### src/rtl/boreal_dbg_pkg.sv
// Shared definitions for the Boreal debug UART bridge.
//   CMD_READ_PFX : upper five bits of a READ command byte (low three bits = address)
//   NAK_BYTE     : reply sent for any byte that is not a READ command
//   main_state_t : command FSM encoding (ST_TX_CK only with BOREAL_DBG_CKSUM_EN)
//   rx_state_t   : serial receiver encoding
//   os_tick_div  : clocks per 16x oversample tick, rounded to nearest
//   is_read_cmd  : command decode helper
// Configuration macro: BOREAL_DBG_CKSUM_EN
package boreal_dbg_pkg;

   localparam logic [4:0] CMD_READ_PFX = 5'b10100;
   localparam logic [7:0] NAK_BYTE     = 8'hEE;

   typedef enum logic [2:0] {
      ST_IDLE,
      ST_ISSUE,
      ST_WAIT,
      ST_CAPTURE,
      ST_TX_HI,
      ST_TX_LO,
`ifdef BOREAL_DBG_CKSUM_EN
      ST_TX_NAK,
      ST_TX_CK
`else
      ST_TX_NAK
`endif
   } main_state_t;

   typedef enum logic [1:0] {
      RX_IDLE,
      RX_START,
      RX_DATA,
      RX_STOP
   } rx_state_t;

   function automatic int os_tick_div(input int clk_hz, input int baud);
      int d;
      d = (clk_hz + baud * 8) / (baud * 16);
      return (d < 1) ? 1 : d;
   endfunction

   function automatic logic is_read_cmd(input logic [7:0] b);
      return b[7:3] == CMD_READ_PFX;
   endfunction

endpackage

### src/rtl/boreal_uart_rx.sv
// 8N1 serial receiver with 16x oversampling.
//   clk, rst_n  : system clock, asynchronous active-low reset
//   rx          : raw serial input, idle high, asynchronous to clk
//   byte_data   : last received byte (stable after byte_valid)
//   byte_valid  : one-cycle pulse when a byte with a good stop bit arrives
//   frame_err   : sticky, set when a stop bit is sampled low
module boreal_uart_rx
   import boreal_dbg_pkg::*;
#(
   parameter int DIV = 54
) (
   input  logic       clk,
   input  logic       rst_n,
   input  logic       rx,
   output logic [7:0] byte_data,
   output logic       byte_valid,
   output logic       frame_err
);

   logic [1:0]  sync;
   logic        rx_s;
   logic [15:0] div_cnt;
   logic        tick;
   rx_state_t   state, state_next;
   logic [3:0]  tick_cnt;
   logic [2:0]  bit_cnt;
   logic [7:0]  shreg;

   assign rx_s      = sync[1];
   assign tick      = (div_cnt == 16'(DIV - 1));
   assign byte_data = shreg;

   always_comb begin
      state_next = state;
      if (tick) begin
         case (state)
            RX_IDLE:  if (!rx_s) state_next = RX_START;
            // A start edge must still be low half a bit later, otherwise it was a glitch.
            RX_START: if (tick_cnt == 4'd7) state_next = rx_s ? RX_IDLE : RX_DATA;
            RX_DATA:  if (tick_cnt == 4'd15 && bit_cnt == 3'd7) state_next = RX_STOP;
            RX_STOP:  if (tick_cnt == 4'd15) state_next = RX_IDLE;
            default:  state_next = RX_IDLE;
         endcase
      end
   end

   always_ff @(posedge clk or negedge rst_n) begin
      if (!rst_n) begin
         sync       <= 2'b11;
         div_cnt    <= '0;
         state      <= RX_IDLE;
         tick_cnt   <= '0;
         bit_cnt    <= '0;
         shreg      <= '0;
         byte_valid <= 1'b0;
         frame_err  <= 1'b0;
      end else begin
         sync       <= {sync[0], rx};
         div_cnt    <= tick ? 16'd0 : div_cnt + 16'd1;
         byte_valid <= 1'b0;
         state      <= state_next;
         if (tick) begin
            case (state)
               RX_IDLE: tick_cnt <= '0;
               RX_START: begin
                  tick_cnt <= (tick_cnt == 4'd7) ? 4'd0 : tick_cnt + 4'd1;
                  bit_cnt  <= '0;
               end
               RX_DATA: begin
                  // Counter wraps every 16 ticks, so each sample lands mid-bit.
                  tick_cnt <= tick_cnt + 4'd1;
                  if (tick_cnt == 4'd15) begin
                     shreg   <= {rx_s, shreg[7:1]};
                     bit_cnt <= bit_cnt + 3'd1;
                  end
               end
               RX_STOP: begin
                  tick_cnt <= tick_cnt + 4'd1;
                  if (tick_cnt == 4'd15) begin
                     if (rx_s) byte_valid <= 1'b1;
                     else      frame_err  <= 1'b1;
                  end
               end
               default: tick_cnt <= '0;
            endcase
         end
      end
   end

endmodule

### src/rtl/boreal_dbg_uart_bridge.sv
// UART host bridge for the Boreal debug status register bus.
//   clk, rst_n    : system clock, asynchronous active-low reset
//   uart_rx       : host->bridge serial (8N1)
//   uart_tx       : bridge->host serial (8N1), idle high
//   dbg_addr      : register address, held until the next read
//   dbg_rd_en     : one-cycle read strobe
//   dbg_rd_data   : read data, sampled RD_LAT cycles after dbg_rd_en
//   busy          : command accepted or pending, until the last stop bit ends
//   rx_frame_err  : sticky RX framing error
//   rx_overrun    : sticky, a command was dropped because the pending slot was full
// Configuration macro: BOREAL_DBG_CKSUM_EN appends cmd^hi^lo to READ replies.
module boreal_dbg_uart_bridge
   import boreal_dbg_pkg::*;
#(
   parameter int CLK_HZ = 100_000_000,
   parameter int BAUD   = 115_200,
   parameter int RD_LAT = 1
) (
   input  logic        clk,
   input  logic        rst_n,
   input  logic        uart_rx,
   output logic        uart_tx,
   output logic [2:0]  dbg_addr,
   output logic        dbg_rd_en,
   input  logic [15:0] dbg_rd_data,
   output logic        busy,
   output logic        rx_frame_err,
   output logic        rx_overrun
);

   localparam int          DIV      = os_tick_div(CLK_HZ, BAUD);
   localparam logic [15:0] BIT_LAST = 16'(DIV * 16 - 1);

   logic [7:0]  rx_byte;
   logic        rx_valid;
   main_state_t state, state_next;
   logic        pend_valid;
   logic [7:0]  pend_byte;
   logic [7:0]  cmd_sel;
   logic        dispatch;
   logic [2:0]  wait_cnt;
   logic [15:0] word_reg;
   logic        tx_start;
   logic [7:0]  tx_byte;
   logic        tx_done;
   logic        tx_active;
   logic [9:0]  tx_sr;
   logic [3:0]  tx_bit;
   logic [15:0] tx_cyc;
`ifdef BOREAL_DBG_CKSUM_EN
   logic [7:0]  cmd_reg;
`endif

   boreal_uart_rx #(.DIV(DIV)) u_rx (
      .clk        (clk),
      .rst_n      (rst_n),
      .rx         (uart_rx),
      .byte_data  (rx_byte),
      .byte_valid (rx_valid),
      .frame_err  (rx_frame_err)
   );

   // A queued command always goes ahead of one arriving in the same cycle.
   assign cmd_sel = pend_valid ? pend_byte : rx_byte;
   assign busy    = (state != ST_IDLE) || pend_valid;
   assign uart_tx = tx_sr[0];
   assign tx_done = tx_active && (tx_cyc == BIT_LAST) && (tx_bit == 4'd9);

   always_ff @(posedge clk or negedge rst_n) begin
      if (!rst_n) state <= ST_IDLE;
      else        state <= state_next;
   end

   // Each TX state covers one byte on the wire; the next byte is started in the
   // last cycle of the previous stop bit so reply bytes run back to back.
   always_comb begin
      state_next = state;
      dispatch   = 1'b0;
      dbg_rd_en  = 1'b0;
      tx_start   = 1'b0;
      tx_byte    = word_reg[15:8];
      case (state)
         ST_IDLE: begin
            if (pend_valid || rx_valid) begin
               dispatch = 1'b1;
               if (is_read_cmd(cmd_sel)) begin
                  state_next = ST_ISSUE;
               end else begin
                  state_next = ST_TX_NAK;
                  tx_start   = 1'b1;
                  tx_byte    = NAK_BYTE;
               end
            end
         end
         ST_ISSUE: begin
            dbg_rd_en  = 1'b1;
            state_next = (RD_LAT == 1) ? ST_CAPTURE : ST_WAIT;
         end
         ST_WAIT: if (wait_cnt <= 3'd1) state_next = ST_CAPTURE;
         ST_CAPTURE: begin
            tx_start   = 1'b1;
            tx_byte    = dbg_rd_data[15:8];
            state_next = ST_TX_HI;
         end
         ST_TX_HI: begin
            if (tx_done) begin
               tx_start   = 1'b1;
               tx_byte    = word_reg[7:0];
               state_next = ST_TX_LO;
            end
         end
         ST_TX_LO: begin
            if (tx_done) begin
`ifdef BOREAL_DBG_CKSUM_EN
               tx_start   = 1'b1;
               tx_byte    = cmd_reg ^ word_reg[15:8] ^ word_reg[7:0];
               state_next = ST_TX_CK;
`else
               state_next = ST_IDLE;
`endif
            end
         end
`ifdef BOREAL_DBG_CKSUM_EN
         ST_TX_CK: if (tx_done) state_next = ST_IDLE;
`endif
         ST_TX_NAK: if (tx_done) state_next = ST_IDLE;
         default: state_next = ST_IDLE;
      endcase
   end

   always_ff @(posedge clk or negedge rst_n) begin
      if (!rst_n) begin
         pend_valid <= 1'b0;
         pend_byte  <= '0;
         rx_overrun <= 1'b0;
         dbg_addr   <= '0;
         wait_cnt   <= '0;
         word_reg   <= '0;
`ifdef BOREAL_DBG_CKSUM_EN
         cmd_reg    <= '0;
`endif
      end else begin
         if (dispatch && is_read_cmd(cmd_sel)) begin
            dbg_addr <= cmd_sel[2:0];
`ifdef BOREAL_DBG_CKSUM_EN
            cmd_reg  <= cmd_sel;
`endif
         end
         if (rx_valid) begin
            if (state == ST_IDLE) begin
               // Pending is being served now, so the new byte takes its slot.
               if (pend_valid) pend_byte <= rx_byte;
            end else if (!pend_valid) begin
               pend_valid <= 1'b1;
               pend_byte  <= rx_byte;
            end else begin
               rx_overrun <= 1'b1;
            end
         end else if (state == ST_IDLE && pend_valid) begin
            pend_valid <= 1'b0;
         end
         if (state == ST_ISSUE)   wait_cnt <= 3'(RD_LAT - 1);
         else if (state == ST_WAIT) wait_cnt <= wait_cnt - 3'd1;
         if (state == ST_CAPTURE) word_reg <= dbg_rd_data;
      end
   end

   // TX shifter: frame {stop, data, start} shifted out LSB first.
   always_ff @(posedge clk or negedge rst_n) begin
      if (!rst_n) begin
         tx_sr     <= '1;
         tx_bit    <= '0;
         tx_cyc    <= '0;
         tx_active <= 1'b0;
      end else if (tx_start) begin
         tx_sr     <= {1'b1, tx_byte, 1'b0};
         tx_bit    <= '0;
         tx_cyc    <= '0;
         tx_active <= 1'b1;
      end else if (tx_active) begin
         if (tx_cyc == BIT_LAST) begin
            tx_cyc <= '0;
            tx_sr  <= {1'b1, tx_sr[9:1]};
            if (tx_bit == 4'd9) tx_active <= 1'b0;
            else                tx_bit    <= tx_bit + 4'd1;
         end else begin
            tx_cyc <= tx_cyc + 16'd1;
         end
      end
   end

endmodule

### config.mk
export PLATFORM = sky130hd
export DESIGN_NAME = boreal_dbg_uart_bridge
export DESIGN_NICKNAME = d
export VERILOG_FILES = /design/src/rtl/boreal_dbg_pkg.sv /design/src/rtl/boreal_uart_rx.sv /design/src/rtl/boreal_dbg_uart_bridge.sv
export SDC_FILE = /design/constraint.sdc
export NUM_CORES = 1
export LEC_CHECK = 0
export ABC_AREA = 1
export CAP_MARGIN = 20
export CORE_UTILIZATION = 60
export CTS_CLUSTER_DIAMETER = 200
export DETAILED_ROUTE_END_ITERATION = 7
export PLACE_DENSITY = 0.83
export SLEW_MARGIN = 0
export SYNTH_ARGS = -nofsm -noshare
export SYNTH_HDL_FRONTEND = slang
export SYNTH_SLANG_ARGS = --single-unit
### constraint.sdc
create_clock -name clk -period 2.24 [get_ports clk]
set_input_delay 0.224 -clock clk [delete_from_list [all_inputs] [get_ports clk]]
set_output_delay 0.224 -clock clk [all_outputs]
set_load 0.005 [all_outputs]
==> reports/qor.yml, run 1 <==
status:
  status: "finished, final reports clean"
floorplan:
  start_util_pct: 62.3
  die_height_um: 97.6
  io_pins: 27
  placementRows: 34
  core_mm2: 0.00881
  dieArea_mm2: 0.00953
  die_w_um: 97.6
critical_path:
  worstSetupPathType: "flip-flop to primary output"
  slowest_stage: "clkdlybuf4s50_1"
  endpoint_kind: "primary output"
  cp-startpoint: "state[2]$_DFFE_PN0P_"
  critPathLaunchType: "flip-flop"
  critical_path.max_stage_delay_ns: 0.52
  r2r-start: "pend_valid$_DFFE_PN0P_"
  arrival_ns: 1.86
  cp_cell_sequence: "inv_1, nand2_2, clkinv_1, nand2_1, clkdlybuf4s50_1"
  worstPathRequired_ns: 2.02
  worst-path-max-fanout: 9
placed_design:
  dp.final_hpwl_um: 8700
  gp_congestion: 0.891
  port_buffers: 26
  pre_cts_slack_ns: 0.140
synth:
  synth_edf_count: 0
  syn-instance-count: 700
  async_reset_ff_share_pct: 100
  ys_ff_latch: 102
  synth_most_common_cell: "nand2_1"
  syn_area_mm2: 0.00549
  yosysTopAreaCell: "dfrtp_1"
  ys_top_cells_by_count: "nand2_1, inv_1, dfrtp_1"
  syn-num-nets: 729
  ys_warn_count: 0
  ys.flop_type: "dfrtp_1"
  yosysTopAreaCellShare_pct: 41.5
  ys_types: 43
  ys_top_cells_by_area: "dfrtp_1, nand2_1, inv_1, nand3_1, dfstp_2"
  ys_seq_area_share_pct: 46.8
  syn_area_per_cell_um2: 7.84
clock_tree:
  cts_buffer_depth: 2
  clock_sinks: 102
  cts-root-buf: "clkbuf_8"
  tritoncts: "built"
  clk_latency_ns: 0.38
  numCtsBuffers: 9
  h-tree-depth: 3
  clkTransAtPathRegs_ns: 0.11
pwr:
  power_density_mw_per_mm2: 502
  pwr-share-clk_pct: 37.5
  power_frac_comb_pct: 2.5
  power.internal_mw: 2.32
  switchingPower_uw: 759
  sw_frac_of_total_pct: 24.7
  p_leak_nw: 3.03
  max-vdd-ir-drop_mv: 0.327
  pwr-share-seq_pct: 60.0
detailed_routing:
  vias_per_cell: 5.61
  first_iter_violations: 343
  firstDrtPassIters: 5
  drt_wl_total_um: 11900
  wire_per_inst_um: 14.0
  antenna_left: 0
  drcViolationCount: 0
  vias: 4772
finish:
  final_net_count: 766
  drive_gt1_share_pct: 9.84
  nFillCells: 700
  n_antenna_cell: 0
  area_delta_synth_final_pct: 11.6
timing:
  slew-limit-headroom_pct: 61.1
  fmax_mhz: 481
  rsz0062_at_grt: "false"
  setup_tns_ns: 0
  finalSetupViolations: 0
  fin_ws_ns: 0.161
  fin_skew_ns: 0.00930
  slew_viol_final: 0
  worst_pin_slew_ns: 0.583
  fin_crit_ns: 2.08
  hold_viol_final: 0
  timing.final.crit_share_pct: 92.8
run:
  drv_cap: 0
global_routing:
  gr-total-overflow: 0
  grt_max_degree: 46
  antenna_found_initial: 0
  grt_pass1_wl_um: 20800
  grt_pass1_vias: 4638
  grtUsageTotal_pct: 27.1
worst_hold_path:
  min_path_type: "primary input to flip-flop"
  hp-start: "uart_rx"
-- worst paths after layout --
path                                          endpoint  slack [ns]  cells past startpoint
worst min-delay path            u_rx.sync[0]$_DFF_PN1_        0.23                      1
worst min register to register  u_rx.sync[1]$_DFF_PN1_        0.36                      0
max in group asynchronous         tx_sr[7]$_DFFE_PN1P_        1.06                      3
worst max register to register   tx_cyc[6]$_DFFE_PN0P_        0.24                      9
worst max-delay path                              busy        0.16                      5
min in group asynchronous       tx_cyc[10]$_DFFE_PN0P_        0.37                      2
-- area by class of cell --
class | count | area, um2 | share of cell area [%]
Clock buffer | 9 | 124 | 2.02
Clock inverter | 7 | 78.8 | 1.29
Inverter | 103 | 389 | 6.35
Multi-Input combinational cell | 477 | 2430 | 39.7
Sequential cell | 102 | 2570 | 41.9
Tap cell | 108 | 135 | 2.21
Timing Repair Buffer | 44 | 395 | 6.46
-- per-layer routing --
metal	global-route usage [%]	up-vias	part of all wire, %
li1	-	2345	-
met1	35.9	2260	44
met2	44.7	148	49
met3	4.60	19	5.1
met4	10.3	0	1.5
met5	0	-	0
-- power groups by stage --
stage	Sequential, mW	Combinational (mW)	Clock [mW]
after detailed placement	1.88	0.0794	0
after global routing	1.85	0.0872	1.24
after floorplan	1.88	0.00203	0
after global placement	1.88	0.0780	0
after CTS	1.85	0.0810	1.18
final	1.84	0.0773	1.15
-- critical path, delay by kind of cell, from the launching register on --
family,cells,cell delay (ns)
buffers and inverters,3,0.75
DFF,1,0.42
and+or+nand+nor,2,0.31
-- stage by stage --
step                power (mW)  hold WS (ns)  std cells  instance area (um2)  util (%)
finish                    3.08         0.234        850                 6120      69.5
global placement          1.96         0.256        833                 5910      67.1
global route              3.18         0.221        850                 6120      69.5
detailed placement        1.96         0.262        833                 5910      67.1
floorplan                 1.88       -0.0716        700                 5490         -
CTS                       3.11         0.228        850                 6120      69.5
-- cells by family (layout without fill, tap and decap cells) --
| family | after synthesis | count (layout) | share of synthesized area [%] |
|---|---|---|---|
| compound gates | 96 | 96 | 10.1 |
| mux | 2 | 2 | 0.410 |
| flops | 102 | 102 | 46.8 |
| xor+xnor | 16 | 16 | 2.55 |
| simple gates | 353 | 353 | 28.9 |
| fa+ha+maj | 10 | 10 | 2.28 |
| buf+inv | 121 | 163 | 8.98 |
-- cell usage in the layout (no fill, tap or decap), types with 11 or more instances in the layout --
cell             instances
dfstp_2                 11
inv_1                   95
xor2_1                  13
nor2_1                  58
nand4_1                 22
nand2_1                178
dfrtp_1                 90
nand3_1                 61
clkdlybuf4s50_1         25
buf_4                   18
o21ai_0                 56
-- repair_timing --
item | 4_1_cts | 5_1_grt
resized for setup | 0 | 2
endpoints found under the hold margin | 39 | 0
hold buffers | 1 | 0
setup endpoints to repair | 0 | 11
setup buffers | 0 | 0
Note: power is estimated with default switching activity, not from simulation.
==> inputs of run 2 (changes only) <==
--- a/config.mk
+++ b/config.mk
@@ -6,11 +6,11 @@
 export NUM_CORES = 1
 export LEC_CHECK = 0
 export ABC_AREA = 1
-export CAP_MARGIN = 20
-export CORE_UTILIZATION = 60
+export CAP_MARGIN = 30
+export CORE_UTILIZATION = 55
 export CTS_CLUSTER_DIAMETER = 200
 export DETAILED_ROUTE_END_ITERATION = 7
-export PLACE_DENSITY = 0.83
+export PLACE_DENSITY = 0.81
 export SLEW_MARGIN = 0
 export SYNTH_ARGS = -nofsm -noshare
 export SYNTH_HDL_FRONTEND = slang
==> constraint.sdc (replaced) <==
create_clock -name clk -period 1.9 [get_ports clk]
set_input_delay 0.19 -clock clk [delete_from_list [all_inputs] [get_ports clk]]
set_output_delay 0.19 -clock clk [all_outputs]
set_load 0.005 [all_outputs]
==> run 2 against run 1 <==
Against the previous run: hold slack got worse by 0.012 ns; setup slack worse by 0.12 ns; clock skew grew 0.0068 ns; clock-buffer cell count is 2 higher; register-to-register slack lost 0.20 ns; critical path type is now flip-flop to flip-flop.
==> reports/qor.yml, run 2 (same netlist as run 1, synthesis figures left out) <==
worst_hold_path:
  min_path_type: "primary input to flip-flop"
detailed_routing:
  drcViolationCount: 0  # unchanged
  wire_per_inst_um: 14.2  # +1.4%
  vias: 4950  # +3.7%
  firstDrtPassIters: 5  # unchanged
  first_iter_violations: 321  # -6.4%
  antenna_left: 0  # unchanged
  drt_wl_total_um: 12700  # +6.5%
  vias_per_cell: 5.54  # -1.3%
global_routing:
  grt_pass1_vias: 4656  # +0.39%
  antenna_found_initial: 0  # unchanged
  grtUsageTotal_pct: 24.9  # -2.1 points
  grt_max_degree: 37  # -20%
  grt_pass1_wl_um: 20400  # -2.1%
  gr-total-overflow: 0  # unchanged
critical_path:
  path_buf_inv: 1  # -2
  cp_cell_sequence: "ha_4, nand2_2, nor2_4, nand3_2, nor2_4, nand4_4, o211ai_4, clkinv_4, nand2_2, nor2_1"
  worst-path-max-fanout: 7  # -2
  arrival_ns: 2.13  # +0.27 ns
  critPathLaunchType: "flip-flop"
  worstPathRequired_ns: 2.17  # +0.15 ns
  critical_path.max_stage_delay_ns: 0.44  # -0.08 ns
  critical_path.top_delay_family: "simple AND/OR/NAND/NOR gates"
  slowest_stage: "dfrtp_1"
  endpoint_kind: "flip-flop"
  worstSetupPathType: "flip-flop to flip-flop"
pwr:
  power.internal_mw: 2.91  # +26%
  pwr-share-clk_pct: 39.5  # +2.0 points
  pwr-share-seq_pct: 58.0  # -2.0 points
  switchingPower_uw: 837  # +10%
  max-vdd-ir-drop_mv: 0.467  # +43%
  power_frac_comb_pct: 2.5  # about the same
  p_leak_nw: 3.18  # +4.8%
  power_density_mw_per_mm2: 577  # +15%
  sw_frac_of_total_pct: 22.3  # -2.4 points
finish:
  final_net_count: 784  # +2.3%
  n_antenna_cell: 0  # unchanged
  finish.utilization_pct: 66.8  # -2.8 points
  finalNonFillerCells: 893  # +5.1%
  mostFrequentLayoutCell: "nand2_1"
  final_cell_mix: "nand2_1, inv_1, dfrtp_1"
  area_delta_synth_final_pct: 18.4
  drive_gt1_share_pct: 15.8  # +6.0 points
placed_design:
  dp_cells: 864  # +3.7%
  port_buffers: 26  # unchanged
  gp_congestion: 0.862  # -3.3%
  dp.final_hpwl_um: 8920  # +2.5%
  pre_cts_slack_ns: -0.0993  # -0.240 ns
floorplan:
  die_height_um: 102  # +4.4%
  dieArea_mm2: 0.0104  # +8.9%
  placementRows: 36  # +5.9%
  die_w_um: 102  # +4.4%
  core_mm2: 0.00973  # +10%
  io_pins: 27  # unchanged
  start_util_pct: 56.4  # -5.9 points
timing:
  worst_pin_slew_ns: 0.562  # -0.0211 ns
  fin_ws_ns: 0.0381  # -0.122 ns
  fin_skew_ns: 0.0161  # +0.00682 ns
  fin_crit_ns: 1.86
  fmax_mhz: 537
  slew-limit-headroom_pct: 62.5  # +1.4 points
  hold_viol_final: 0  # unchanged
  finalSetupViolations: 0  # unchanged
  setup_tns_ns: 0  # unchanged
  slew_viol_final: 0  # unchanged
  timing.final.crit_share_pct: 98.0
  rsz0062_at_grt: "true"
  whs_ns: 0.221  # -0.0124 ns
clock_tree:
  cts-root-buf: "clkbuf_8"
  numCtsBuffers: 9  # unchanged
  clkTransAtPathRegs_ns: 0.10  # about the same
  cts_buffer_depth: 2  # unchanged
  tritoncts: "built"
  clk_latency_ns: 0.37  # about the same
  clock_sinks: 102  # unchanged
  h-tree-depth: 3  # unchanged
run:
  drv_cap: 0  # unchanged
status:
  status: "finished, final reports clean"
run 2: changes by cell type in the layout (fill, tap and decap cells not counted), sizes merged:
cell / before / now
buf: 18 / 34
o211ai: 5 / 6
bufinv: 0 / 1
clkinvlp: 2 / 0
dlymetal6s2s: 0 / 1
clkbuf: 9 / 11
clkdlybuf4s50: 25 / 24
run 2: layer usage:
metal	vias to the layer above	wire (um)	GRT usage (%)
met1	2384	5320	31.0
met2	150	6440	43.9
li1	2390	-	-
met5	-	0	0
met4	0	322	11.0
met3	26	634	3.15
run 2: what timing repair did:
action	in CTS	in global routing
hold buffers	1	0
gates resized for setup	6	43
hold endpoints to repair	22	0
gates cloned	0	2
buffers inserted	1	9
setup endpoints to repair	26	44
pin swaps	0	10
run 2: cell type report:
cell class / instances / area, um2
Inverter: 103 / 392
Clock buffer: 11 / 151
Timing Repair inverter: 1 / 6.26
Tap cell: 133 / 166
Sequential cell: 102 / 2570
Clock inverter: 5 / 65.1
Fill cell: 778 / 3230
Timing Repair Buffer: 60 / 558
Multi-Input combinational cell: 478 / 2590
run 2: power by group through the flow:
stage	logic, mW	registers [mW]	clock network (mW)
finish	0.0925	2.17	1.48
global route	0.105	2.18	1.58
CTS	0.0951	2.17	1.50
detailed placement	0.0932	2.22	0
global placement	0.0914	2.22	0
floorplan	0.00239	2.22	0
run 2: final timing paths:
check | slack [ns] | cells after the start | to | startpoint
min in group asynchronous | 0.32 | 2 | state[2]$_DFFE_PN0P_ | rst_n
worst min register to register | 0.37 | 0 | u_rx.sync[1]$_DFF_PN1_ | u_rx.sync[0]$_DFF_PN1_
worst max-delay path | 0.04 | 10 | tx_cyc[6]$_DFFE_PN0P_ | tx_cyc[1]$_DFFE_PN0P_
worst max register to register | 0.04 | 10 | tx_cyc[6]$_DFFE_PN0P_ | tx_cyc[1]$_DFFE_PN0P_
max in group asynchronous | 0.96 | 3 | u_rx.sync[1]$_DFF_PN1_ | rst_n
worst min-delay path | 0.22 | 1 | u_rx.sync[0]$_DFF_PN1_ | uart_rx
run 2: metrics by stage:
stage               area [um2]  total power [mW]
floorplan                 5490              2.22
global placement          6010              2.31
detailed placement        6010              2.31
CTS                       6260              3.77
global route              6500              3.86
finish                    6500              3.75
==> inputs of run 3 (changes only) <==
--- a/config.mk
+++ b/config.mk
@@ -7,6 +7,7 @@
 export LEC_CHECK = 0
 export ABC_AREA = 1
 export CAP_MARGIN = 30
+export CORE_ASPECT_RATIO = 0.8
 export CORE_UTILIZATION = 55
 export CTS_CLUSTER_DIAMETER = 200
 export DETAILED_ROUTE_END_ITERATION = 7
==> run 3 against run 2 <==
Against the previous run: the run now ends with setup timing left; sequential power about the same; first-iteration DRC count is 69% higher; cell area increased by 2.0%; register-to-register slack got worse by 0.11 ns; routed wire length increased by 6.2%; critical endpoint is now tx_cyc[2]$_DFFE_PN0P_.
==> reports/qor.yml, run 3 (same netlist as run 1, synthesis figures left out) <==
critical_path:
  worstSetupPathType: "flip-flop to flip-flop"
  endpoint_kind: "flip-flop"
  slowest_stage: "dfrtp_2"
  critical_path.max_stage_delay_ns: 0.44  # about the same
  path_buf_inv: 2  # +1
  critPathLaunchType: "flip-flop"
  ff2ff_setup_slack_ns: -0.07  # -0.11 ns
  worst-path-max-fanout: 23  # +16
  critPathMostFrequentCell: "nand2_1"
  cp_cell_sequence: "buf_4, nand2_1, nand2_1, nor2_2, nand3_4, a21oi_4, buf_12, nand2_8, nand3_1, nand2_1, nor2_1"
  worstPathRequired_ns: 2.17  # about the same
  arrival_ns: 2.25  # +0.12 ns
  critical_path.top_delay_family: "simple AND/OR/NAND/NOR gates"
timing:
  setup_tns_ns: -0.242  # -0.242 ns
  worst_pin_slew_ns: 0.566  # +0.00348 ns
  fin_skew_ns: 0.00766  # -0.00846 ns
  whs_ns: 0.245  # +0.0242 ns
  slew-limit-headroom_pct: 62.2  # -0.23 points
  fin_ws_ns: -0.0738  # -0.112 ns
  hold_viol_final: 0  # unchanged
  rsz0062_at_grt: "true"
  finalSetupViolations: 12  # +12
  fmax_mhz: 507  # -5.7%
  timing.final.crit_share_pct: 104  # +5.9 points
  slew_viol_final: 0  # unchanged
  fin_crit_ns: 1.97  # +0.112 ns
global_routing:
  grtUsageTotal_pct: 26.7  # +1.8 points
  grt_max_degree: 49  # +32%
  gr-total-overflow: 0  # unchanged
  grt_pass1_wl_um: 22100  # +8.3%
  antenna_found_initial: 0  # unchanged
  grt_pass1_vias: 4807  # +3.2%
placed_design:
  dp.final_hpwl_um: 8760  # -1.8%
  dp_cells: 868  # +0.46%
  gp_congestion: 0.876  # +1.7%
  port_buffers: 26  # unchanged
detailed_routing:
  wire_per_inst_um: 15.0  # +5.4%
  vias_per_cell: 5.65  # +1.9%
  first_iter_violations: 542  # +69%
  vias: 5085  # +2.7%
  firstDrtPassIters: 5  # unchanged
  drcViolationCount: 0  # unchanged
  drt_wl_total_um: 13500  # +6.2%
  antenna_left: 0  # unchanged
pwr:
  power_density_mw_per_mm2: 613  # +6.2%
  power.internal_mw: 3.14  # +7.7%
  switchingPower_uw: 923  # +10%
  pwr-share-seq_pct: 53.6  # -4.4 points
  sw_frac_of_total_pct: 22.7  # +0.41 points
  power_frac_comb_pct: 2.3  # -0.2 points
  max-vdd-ir-drop_mv: 0.439  # -5.9%
  design_power_total_mw: 4.06  # +8.3%
  p_leak_nw: 3.28  # +3.3%
  pwr-share-clk_pct: 44.2  # +4.7 points
worst_hold_path:
  min_path_type: "primary input to flip-flop"
floorplan:
  core_mm2: 0.00965  # -0.82%
  die_height_um: 91.3  # -10%
  io_pins: 27  # unchanged
  die_w_um: 114  # +12%
  start_util_pct: 56.9  # +0.47 points
  dieArea_mm2: 0.0104  # about the same
  placementRows: 32  # -11%
finish:
  mostFrequentLayoutCell: "nand2_1"
  n_antenna_cell: 0  # unchanged
  final_net_count: 788  # +0.51%
  nFillCells: 721  # -7.3%
  final_cell_mix: "nand2_1, inv_1, dfrtp_1"
  drive_gt1_share_pct: 16.4  # +0.57 points
  area_delta_synth_final_pct: 20.7
  finalNonFillerCells: 900  # +0.78%
clock_tree:
  clkTransAtPathRegs_ns: 0.07  # -0.03 ns
  clk_latency_ns: 0.34  # -0.03 ns
  cts-root-buf: "clkbuf_16"
  cts_buffer_depth: 2  # unchanged
  clock_sinks: 102  # unchanged
  tritoncts: "built"
  h-tree-depth: 3  # unchanged
  numCtsBuffers: 9  # unchanged
status:
  violations: "setup timing"
  status: "finished with violations"
run:
  drv_cap: 0  # unchanged
[run 3: cell count changes in the layout (fill, tap and decap cells not counted), sizes merged]
| cell | before | now |
|---|---|---|
| buf | 34 | 40 |
| bufinv | 1 | 0 |
| clkbuf | 11 | 9 |
| clkdlybuf4s50 | 24 | 23 |
| clkinv | 5 | 6 |
| dlymetal6s2s | 1 | 2 |
| inv | 103 | 104 |
| o211ai | 6 | 5 |
[run 3: metrics by stage]
step                      util [%]  setup slack [ns]  instance area (um2)
after floorplan                  -             0.131                 5490
after global placement        62.4            0.0475                 6020
after detailed placement      62.4           -0.0589                 6020
after CTS                     66.2          0.000822                 6390
after global routing          68.6            -0.131                 6620
final                         68.6           -0.0738                 6620
[run 3: power groups by stage]
stage | Sequential, mW | Combinational, mW | Clock, mW
after floorplan | 2.22 | 0.00239 | 0
after global placement | 2.22 | 0.0918 | 0
after detailed placement | 2.22 | 0.0933 | 0
after CTS | 2.17 | 0.0952 | 1.83
after global routing | 2.17 | 0.104 | 1.92
final | 2.17 | 0.0923 | 1.79
[run 3: final timing paths]
path / startpoint / to / cells after the start
worst max-delay path: pend_valid$_DFFE_PN0P_ / tx_cyc[2]$_DFFE_PN0P_ / 11
worst min-delay path: uart_rx / u_rx.sync[0]$_DFF_PN1_ / 1
worst max register to register: pend_valid$_DFFE_PN0P_ / tx_cyc[2]$_DFFE_PN0P_ / 11
worst min register to register: u_rx.sync[0]$_DFF_PN1_ / u_rx.sync[1]$_DFF_PN1_ / 0
max in group asynchronous: rst_n / tx_sr[7]$_DFFE_PN1P_ / 3
min in group asynchronous: rst_n / u_rx.byte_data[2]$_DFFE_PN0P_ / 2
[run 3: cell type report]
type	instances	area (um2)	area share [%]
clock inverter	7	67.6	1.02
tap	136	170	2.57
timing repair buffer	66	612	9.24
inverter	103	392	5.91
sequential	102	2570	38.8
multi-input combinational	477	2590	39.1
clock buffer	9	225	3.40
[run 3: routing by layer]
layer | GRT usage [%] | part of all wire, % | vias to the layer above
met5 | 0 | 0 | -
met3 | 5.27 | 6.5 | 33
met4 | 6.91 | 2.2 | 0
met1 | 37.7 | 45 | 2446
li1 | - | - | 2391
met2 | 42.3 | 47 | 215
[run 3: what timing repair did]
item                                    4_1_cts  5_1_grt
hold buffers                                  1        0
resized for setup                             8       41
hold endpoints to repair                     21        0
setup buffers                                 6        9
endpoints found under the setup margin       17       47
pin swaps                                     1        5
